<file path="config.mk">
export PLATFORM = sky130hd
export DESIGN_NAME = rs_enc_parity_gen
export DESIGN_NICKNAME = d
export VERILOG_FILES = /design/src/rtl/rs_enc_parity_gen_pkg.sv /design/src/rtl/rs_enc_parity_gen_gf256.sv /design/src/rtl/rs_enc_parity_gen_toggle_sync.sv /design/src/rtl/rs_enc_parity_gen.sv
export SDC_FILE = /design/constraint.sdc
export NUM_CORES = 1
export LEC_CHECK = 0
export BUFFER_PORTS_ARGS = -buffer_cell sky130_fd_sc_hd__buf_4
export CAP_MARGIN = 30
export CORE_ASPECT_RATIO = 0.5
export CORE_MARGIN = 8
export CORE_UTILIZATION = 33
export DETAILED_ROUTE_END_ITERATION = 6
export GPL_ROUTABILITY_DRIVEN = 0
export MAX_ROUTING_LAYER = met4
export SYNTH_ARGS = -nofsm -noshare
export SYNTH_HDL_FRONTEND = slang
export SYNTH_SLANG_ARGS = --single-unit
export TNS_END_PERCENT = 10
</file>
<file path="constraint.sdc">
create_clock -name i_clk -period 3.7 [get_ports i_clk]
set_clock_uncertainty 0.1 [all_clocks]
set_input_delay 0.74 -clock i_clk [delete_from_list [all_inputs] [get_ports i_clk]]
set_output_delay 0.74 -clock i_clk [all_outputs]
set_load 0.01 [all_outputs]
</file>
<file path="src/rtl/rs_enc_parity_gen_pkg.sv">
// rs_enc_parity_gen_pkg: RS(32,28) shared constants, FSM encoding and GF(256) helpers.
//   Shared with the decoder stages: generator taps for alpha^0..alpha^3,
//   primitive polynomial 0x11D and the frame geometry.
package rs_enc_parity_gen_pkg;
  localparam int RS_DATA_LEN = 28;
  localparam int RS_PAR_LEN = 4;
  localparam logic [8:0] RS_PRIM_POLY = 9'h11D;
  localparam logic [7:0] RS_G3 = 8'h0F;
  localparam logic [7:0] RS_G2 = 8'h36;
  localparam logic [7:0] RS_G1 = 8'h78;
  localparam logic [7:0] RS_G0 = 8'h40;
  typedef enum logic {ST_DATA, ST_PARITY} enc_state_t;
  function automatic logic [7:0] gf_xtime(input logic [7:0] a);
    return a[7] ? ({a[6:0], 1'b0} ^ RS_PRIM_POLY[7:0]) : {a[6:0], 1'b0};
  endfunction
endpackage

</file>
<file path="src/rtl/rs_enc_parity_gen_gf256.sv">
// gf256_mult / gf256_sum: GF(256) constant multiplier and adder cells.
//   gf256_mult: a (8) in, y = a*B (8) out, pure XOR network (Horner over B).
//   gf256_sum : a, b (8) in, y = a^b (8) out.
module gf256_mult
  import rs_enc_parity_gen_pkg::*;
#(
  parameter logic [7:0] B = 8'h01
) (
  input  logic [7:0] a,
  output logic [7:0] y
);
  logic [7:0] acc;
  always_comb begin
    acc = '0;
    for (int i = 7; i >= 0; i--) acc = gf_xtime(acc) ^ (B[i] ? a : 8'h00);
  end
  assign y = acc;
endmodule

module gf256_sum (
  input  logic [7:0] a,
  input  logic [7:0] b,
  output logic [7:0] y
);
  assign y = a ^ b;
endmodule

</file>
<file path="src/rtl/rs_enc_parity_gen_toggle_sync.sv">
// rs_enc_toggle_sync: 2-FF synchronizer plus XOR edge detector for a toggle strobe.
//   i_clk, i_resb (sync active-low), i_async: toggle strobe from another domain,
//   o_rdy: one-cycle pulse per strobe edge.
module rs_enc_toggle_sync (
  input  logic i_clk,
  input  logic i_resb,
  input  logic i_async,
  output logic o_rdy
);
  logic s1_q, s1_d, s2_q, s2_d;
  always_comb begin
    s1_d = i_async;
    s2_d = s1_q;
  end
  always_ff @(posedge i_clk) begin
    if (!i_resb) begin
      s1_q <= 1'b0;
      s2_q <= 1'b0;
    end else begin
      s1_q <= s1_d;
      s2_q <= s2_d;
    end
  end
  assign o_rdy = s1_q ^ s2_q;
endmodule

</file>
<file path="src/rtl/rs_enc_parity_gen.sv">
// rs_enc_parity_gen: systematic RS(32,28) encoder, forwards 28 bytes then appends 4 parity bytes.
//   i_clk, i_resb (sync active-low), i_frame_sync: restart frame,
//   i_data/i_data_sync: message byte + toggle strobe (async),
//   o_data/o_data_sync: codeword byte + toggle, o_busy: parity emission,
//   o_frame_done: pulse after last parity byte, o_overrun: sticky dropped-strobe flag.
module rs_enc_parity_gen
  import rs_enc_parity_gen_pkg::*;
#(
  parameter int DATA_LEN = RS_DATA_LEN,
  parameter int OUT_GAP = 4
) (
  input  logic       i_clk,
  input  logic       i_resb,
  input  logic       i_frame_sync,
  input  logic [7:0] i_data,
  input  logic       i_data_sync,
  output logic [7:0] o_data,
  output logic       o_data_sync,
  output logic       o_busy,
  output logic       o_frame_done,
  output logic       o_overrun
);
  localparam int CW = $clog2(DATA_LEN);
  localparam int GW = $clog2(OUT_GAP + 1);
  localparam int PW = $clog2(RS_PAR_LEN + 1);
  enc_state_t state_q, state_d, st_b;
  logic [CW-1:0] cnt_q, cnt_d, cnt_b;
  logic [GW-1:0] gap_q, gap_d;
  logic [PW-1:0] pcnt_q, pcnt_d;
  logic [7:0] p3_q, p2_q, p1_q, p0_q, p3_d, p2_d, p1_d, p0_d;
  logic [7:0] b3, b2, b1, b0, fb, m3, m2, m1, m0, n3, n2, n1;
  logic [7:0] data_q, data_d;
  logic sync_q, sync_d, done_q, done_d, ovr_q, ovr_d;
  logic rx_rdy, last_byte;
  rs_enc_toggle_sync u_sync (
    .i_clk  (i_clk),
    .i_resb (i_resb),
    .i_async(i_data_sync),
    .o_rdy  (rx_rdy)
  );
  // frame_sync restarts from a cleared frame, so a byte arriving in the same
  // cycle is encoded as byte 0 against an all-zero LFSR.
  assign st_b = i_frame_sync ? ST_DATA : state_q;
  assign cnt_b = i_frame_sync ? '0 : cnt_q;
  assign b3 = i_frame_sync ? 8'h00 : p3_q;
  assign b2 = i_frame_sync ? 8'h00 : p2_q;
  assign b1 = i_frame_sync ? 8'h00 : p1_q;
  assign b0 = i_frame_sync ? 8'h00 : p0_q;
  assign last_byte = cnt_b == CW'(DATA_LEN - 1);
  gf256_sum u_fb (.a(i_data), .b(b3), .y(fb));
  gf256_mult #(.B(RS_G3)) u_m3 (.a(fb), .y(m3));
  gf256_mult #(.B(RS_G2)) u_m2 (.a(fb), .y(m2));
  gf256_mult #(.B(RS_G1)) u_m1 (.a(fb), .y(m1));
  gf256_mult #(.B(RS_G0)) u_m0 (.a(fb), .y(m0));
  gf256_sum u_s3 (.a(b2), .b(m3), .y(n3));
  gf256_sum u_s2 (.a(b1), .b(m2), .y(n2));
  gf256_sum u_s1 (.a(b0), .b(m1), .y(n1));
  always_comb begin
    state_d = st_b;
    cnt_d = cnt_b;
    gap_d = i_frame_sync ? '0 : gap_q;
    pcnt_d = i_frame_sync ? '0 : pcnt_q;
    {p3_d, p2_d, p1_d, p0_d} = {b3, b2, b1, b0};
    ovr_d = i_frame_sync ? 1'b0 : ovr_q;
    data_d = data_q;
    sync_d = sync_q;
    done_d = 1'b0;
    if (st_b == ST_DATA) begin
      if (rx_rdy) begin
        data_d = i_data;
        sync_d = ~sync_q;
        {p3_d, p2_d, p1_d, p0_d} = {n3, n2, n1, m0};
        cnt_d = last_byte ? '0 : cnt_b + 1'b1;
        state_d = last_byte ? ST_PARITY : ST_DATA;
        gap_d = last_byte ? GW'(OUT_GAP) : gap_d;
        pcnt_d = '0;
      end
    end else begin
      ovr_d = ovr_q | rx_rdy;
      if (pcnt_q == PW'(RS_PAR_LEN)) begin
        state_d = ST_DATA;
        pcnt_d = '0;
        gap_d = '0;
        done_d = 1'b1;
      end else if (gap_q == GW'(1)) begin
        data_d = p3_q;
        sync_d = ~sync_q;
        {p3_d, p2_d, p1_d, p0_d} = {p2_q, p1_q, p0_q, 8'h00};
        pcnt_d = pcnt_q + 1'b1;
        gap_d = GW'(OUT_GAP);
      end else begin
        gap_d = gap_q - 1'b1;
      end
    end
  end
  always_ff @(posedge i_clk) begin
    if (!i_resb) begin
      state_q <= ST_DATA;
      cnt_q <= '0;
      gap_q <= '0;
      pcnt_q <= '0;
      {p3_q, p2_q, p1_q, p0_q} <= '0;
      data_q <= '0;
      sync_q <= 1'b0;
      done_q <= 1'b0;
      ovr_q <= 1'b0;
    end else begin
      state_q <= state_d;
      cnt_q <= cnt_d;
      gap_q <= gap_d;
      pcnt_q <= pcnt_d;
      {p3_q, p2_q, p1_q, p0_q} <= {p3_d, p2_d, p1_d, p0_d};
      data_q <= data_d;
      sync_q <= sync_d;
      done_q <= done_d;
      ovr_q <= ovr_d;
    end
  end
  assign o_data = data_q;
  assign o_data_sync = sync_q;
  assign o_busy = state_q == ST_PARITY;
  assign o_frame_done = done_q;
  assign o_overrun = ovr_q;
endmodule

</file>
==> results.json <==
{
  "drive_above_1_share": 0.1453,
  "path_cells": "inv_1 > ha_1 > nor2b_1 > and3_1 > a21oi_1 > buf_4 > and2_0 > a22oi_1 > a21oi_1",
  "timing.max_cap.violations": 0,
  "final_cells": 626,
  "slew_headroom": 0.3287,
  "boundaryPins": 24,
  "drc": 0,
  "end_kind": "flip-flop",
  "wl_mm": 10.74,
  "hold_buffers": 0,
  "r2r_cells": 9,
  "cp_max_fo": 19,
  "worstSetupStartpointType": "flip-flop",
  "die_height_um": 94.10,
  "dieWidth_um": 172.2,
  "dpl.hpwl_mm": 7.548,
  "synthArstFlopShare": 0,
  "cpMostUsedCell": "a21oi_1",
  "clock-sinks": 57,
  "num_vias": 3212,
  "setup_viol": 0,
  "min_to": "p2_q[6]",
  "min_period_over_period": 0.7347,
  "grt_pass1_vias": 3147,
  "first_pass_iters": 5,
  "path_class": "reg2reg",
  "irDropWorstVdd_mv": 0.2496,
  "area_delta_synth_final_pct": 14.77,
  "rows": 28,
  "multi_input_area_um2": 2668,
  "syn-cell-area_um2": 4025,
  "worstReg2RegStart": "gap_q[1]",
  "numPortBuffers": 23,
  "placed_area_um2": 4289,
  "synth-main-ff-cell": "dfxtp_1",
  "leakage_uw": 0.001762,
  "n_fill_cell": 1198,
  "worst_hold_startpoint": "p1_q[6]",
  "synthCells": 448,
  "final_hold_viol_count": 0,
  "cp_slowest_cell": "and2_0",
  "path_clk_slew_ns": 0.06,
  "fmax_mhz": 367.9,
  "r2r_slack_ns": 0.98,
  "start_util": 0.3399,
  "tritoncts": "done",
  "grt_antenna_before_repair": 0,
  "final-seq-area_um2": 1141,
  "die_area_um2": 16200,
  "status": "complete, no violations",
  "routedWlPerCell_um": 17.15,
  "ys_ff_latch": 57,
  "ys_types": 53,
  "grt_usage": 0.1428,
  "cts_buffer_depth": 2,
  "numCtsBuffers": 9,
  "crit-reg2reg-capture": "p2_q[7]",
  "ys_seq_area_frac": 0.2835,
  "cts-resized-gates": 0,
  "synth_nets": 465,
  "grt_max_degree": 36,
  "drtAntennaViolNets": 0,
  "rsz0062_at_grt": "no",
  "viasPerCell": 5.131,
  "clk-insertion-delay-late_ns": 0.34,
  "drt-initial-drc-count": 214,
  "final.min_clock_period_ns": 2.718,
  "core_area_um2": 11840,
  "hold_class": "reg2reg",
  "cts-root-buf": "clkbuf_16",
  "post_cts_buffers": 0,
  "fin_nets": 473,
  "maxSlewViolCount": 0,
  "grt-ovfl-total": 0,
  "syn_area_per_cell_um2": 8.985,
  "required_ns": 3.86,
  "stdcell_area_um2": 4619,
  "n_antenna_cell": 0,
  "ys_warn_count": 0,
  "worst_pin_slew_ns": 1.006,
  "power_uw": 2864,
  "mostFrequentLayoutCells": "xnor2_1 (70), dfxtp_1 (57), nand2_1 (50), nor2_1 (48), buf_4 (33)",
  "htreeDepth": 3,
  "tns_ns": 0,
  "final_common_cell": "xnor2_1",
  "cp_slowest_stage_delay_ns": 0.83,
  "arrival_ns": 2.88,
  "grt_pass1_wl_mm": 17.35,
  "holdPathStages": 2,
  "power_density_nw_per_um2": 619.9,
  "post-place-cells": 610,
  "synth_edf_count": 0
}
==> metal layers <==
| metal | part of all wire | track usage | up-vias |
|---|---|---|---|
| met3 | 0.051 | 0.03857 | 9 |
| met1 | 0.51 | 0.1915 | 1558 |
| li1 | - | - | 1568 |
| met5 | 0 | - | - |
| met4 | 0.011 | 0.03991 | 0 |
| met2 | 0.43 | 0.2069 | 77 |
==> Yosys cell counts (2+ instances only) <==
| cell | instances | area [um2] |
|---|---|---|
| dfxtp_1 | 57 | 1141 |
| nand2_1 | 50 | 187.7 |
| xnor2_1 | 70 | 613.1 |
| and2_1 | 5 | 31.28 |
| a21oi_1 | 16 | 80.08 |
| or3_1 | 2 | 12.51 |
| inv_2 | 2 | 7.510 |
| buf_4 | 2 | 15.01 |
| or2_2 | 2 | 12.51 |
| a311oi_1 | 9 | 78.83 |
| o21a_1 | 2 | 15.01 |
| o311ai_2 | 2 | 32.53 |
| a222oi_1 | 2 | 20.02 |
| nor3_1 | 4 | 20.02 |
| a2111oi_0 | 2 | 17.52 |
| ha_1 | 5 | 62.56 |
| o22ai_1 | 6 | 37.54 |
| a22oi_1 | 22 | 165.2 |
| inv_1 | 5 | 18.77 |
| nor2_2 | 2 | 12.51 |
| nor2b_1 | 18 | 112.6 |
| o211a_1 | 3 | 30.03 |
| o2111a_1 | 2 | 22.52 |
| nand4_1 | 2 | 12.51 |
| buf_1 | 2 | 7.510 |
| and3_1 | 2 | 12.51 |
| xor2_1 | 12 | 105.1 |
| o31a_1 | 2 | 17.52 |
| clkbuf_1 | 15 | 56.30 |
| a22o_1 | 9 | 78.83 |
| xnor3_2 | 2 | 47.55 |
| xnor3_1 | 18 | 405.4 |
| buf_2 | 14 | 70.07 |
| clkbuf_8 | 3 | 41.29 |
| o21ai_0 | 8 | 40.04 |
| nor2_1 | 48 | 180.2 |
| a211oi_1 | 5 | 37.54 |
==> kinds of logic (layout without fill, tap and decap cells) <==
kind of cell,Yosys count,after routing,share of synthesized area
adders and majority gates,5,5,0.01554
AOI/OAI and AO/OA,97,97,0.1825
xor gates and xnor gates,103,103,0.2978
DFF,57,57,0.2835
and+or+nand+nor,143,143,0.1669
buffers and inverters,43,56,0.05378
==> how the worst max path moves through the flow <==
stage	startpoint	to	slack (ns)	cells after the start
floorplan	i_frame_sync	gap_q[0]	0.70	11
global placement	i_frame_sync	p2_q[4]	0.70	7
detailed placement	i_frame_sync	p2_q[4]	0.67	7
CTS	i_frame_sync	p2_q[4]	1.01	7
global route	i_frame_sync	o_data[2]	0.78	7
finish	gap_q[1]	p2_q[7]	0.98	9
==> flip-flops by register name (all words and copies together) (netlist names) <==
register,count
gap_q,3
o_busy,1
p0_q,8
o_data,8
p2_q,8
o_frame_done,1
cnt_q,5
o_data_sync,1
p3_q,8
pcnt_q,3
p1_q,8
o_overrun,1
u_sync.s1_q,1
u_sync.s2_q,1
==> critical path, delay by kind of cell (launching register included) <==
| kind | cells | cell delay (ns) |
|---|---|---|
| AND/OR/NAND/NOR | 3 | 1.19 |
| AO/OA/AOI/OAI | 3 | 0.50 |
| buffers and inverters | 2 | 0.34 |
| flip-flops | 1 | 0.33 |
| adder cells (fa/ha/maj) | 1 | 0.19 |
==> per-stage QoR <==
step	utilization	hold WS, ns	worst slack [ns]
after floorplan	-	0.3401	0.7038
after CTS	0.3901	0.3663	1.013
after detailed placement	0.3622	0.3588	0.6726
after global placement	0.3622	0.3560	0.7034
after global routing	0.3901	0.3938	0.7848
final	0.3901	0.3623	0.9817
==> power breakdown <==
part	internal [uW]	switching, uW
logic	617	517
registers	696	112
clock network	623	299
==> layout make-up <==
type / instances / area share
Timing Repair Buffer: 33 / 0.05363
Clock buffer: 11 / 0.05471
Inverter: 7 / 0.005688
Tap cell: 165 / 0.04469
Multi-Input combinational cell: 348 / 0.5775
Clock inverter: 5 / 0.01679
Sequential cell: 57 / 0.2470
(Power assumes the default switching activity.)
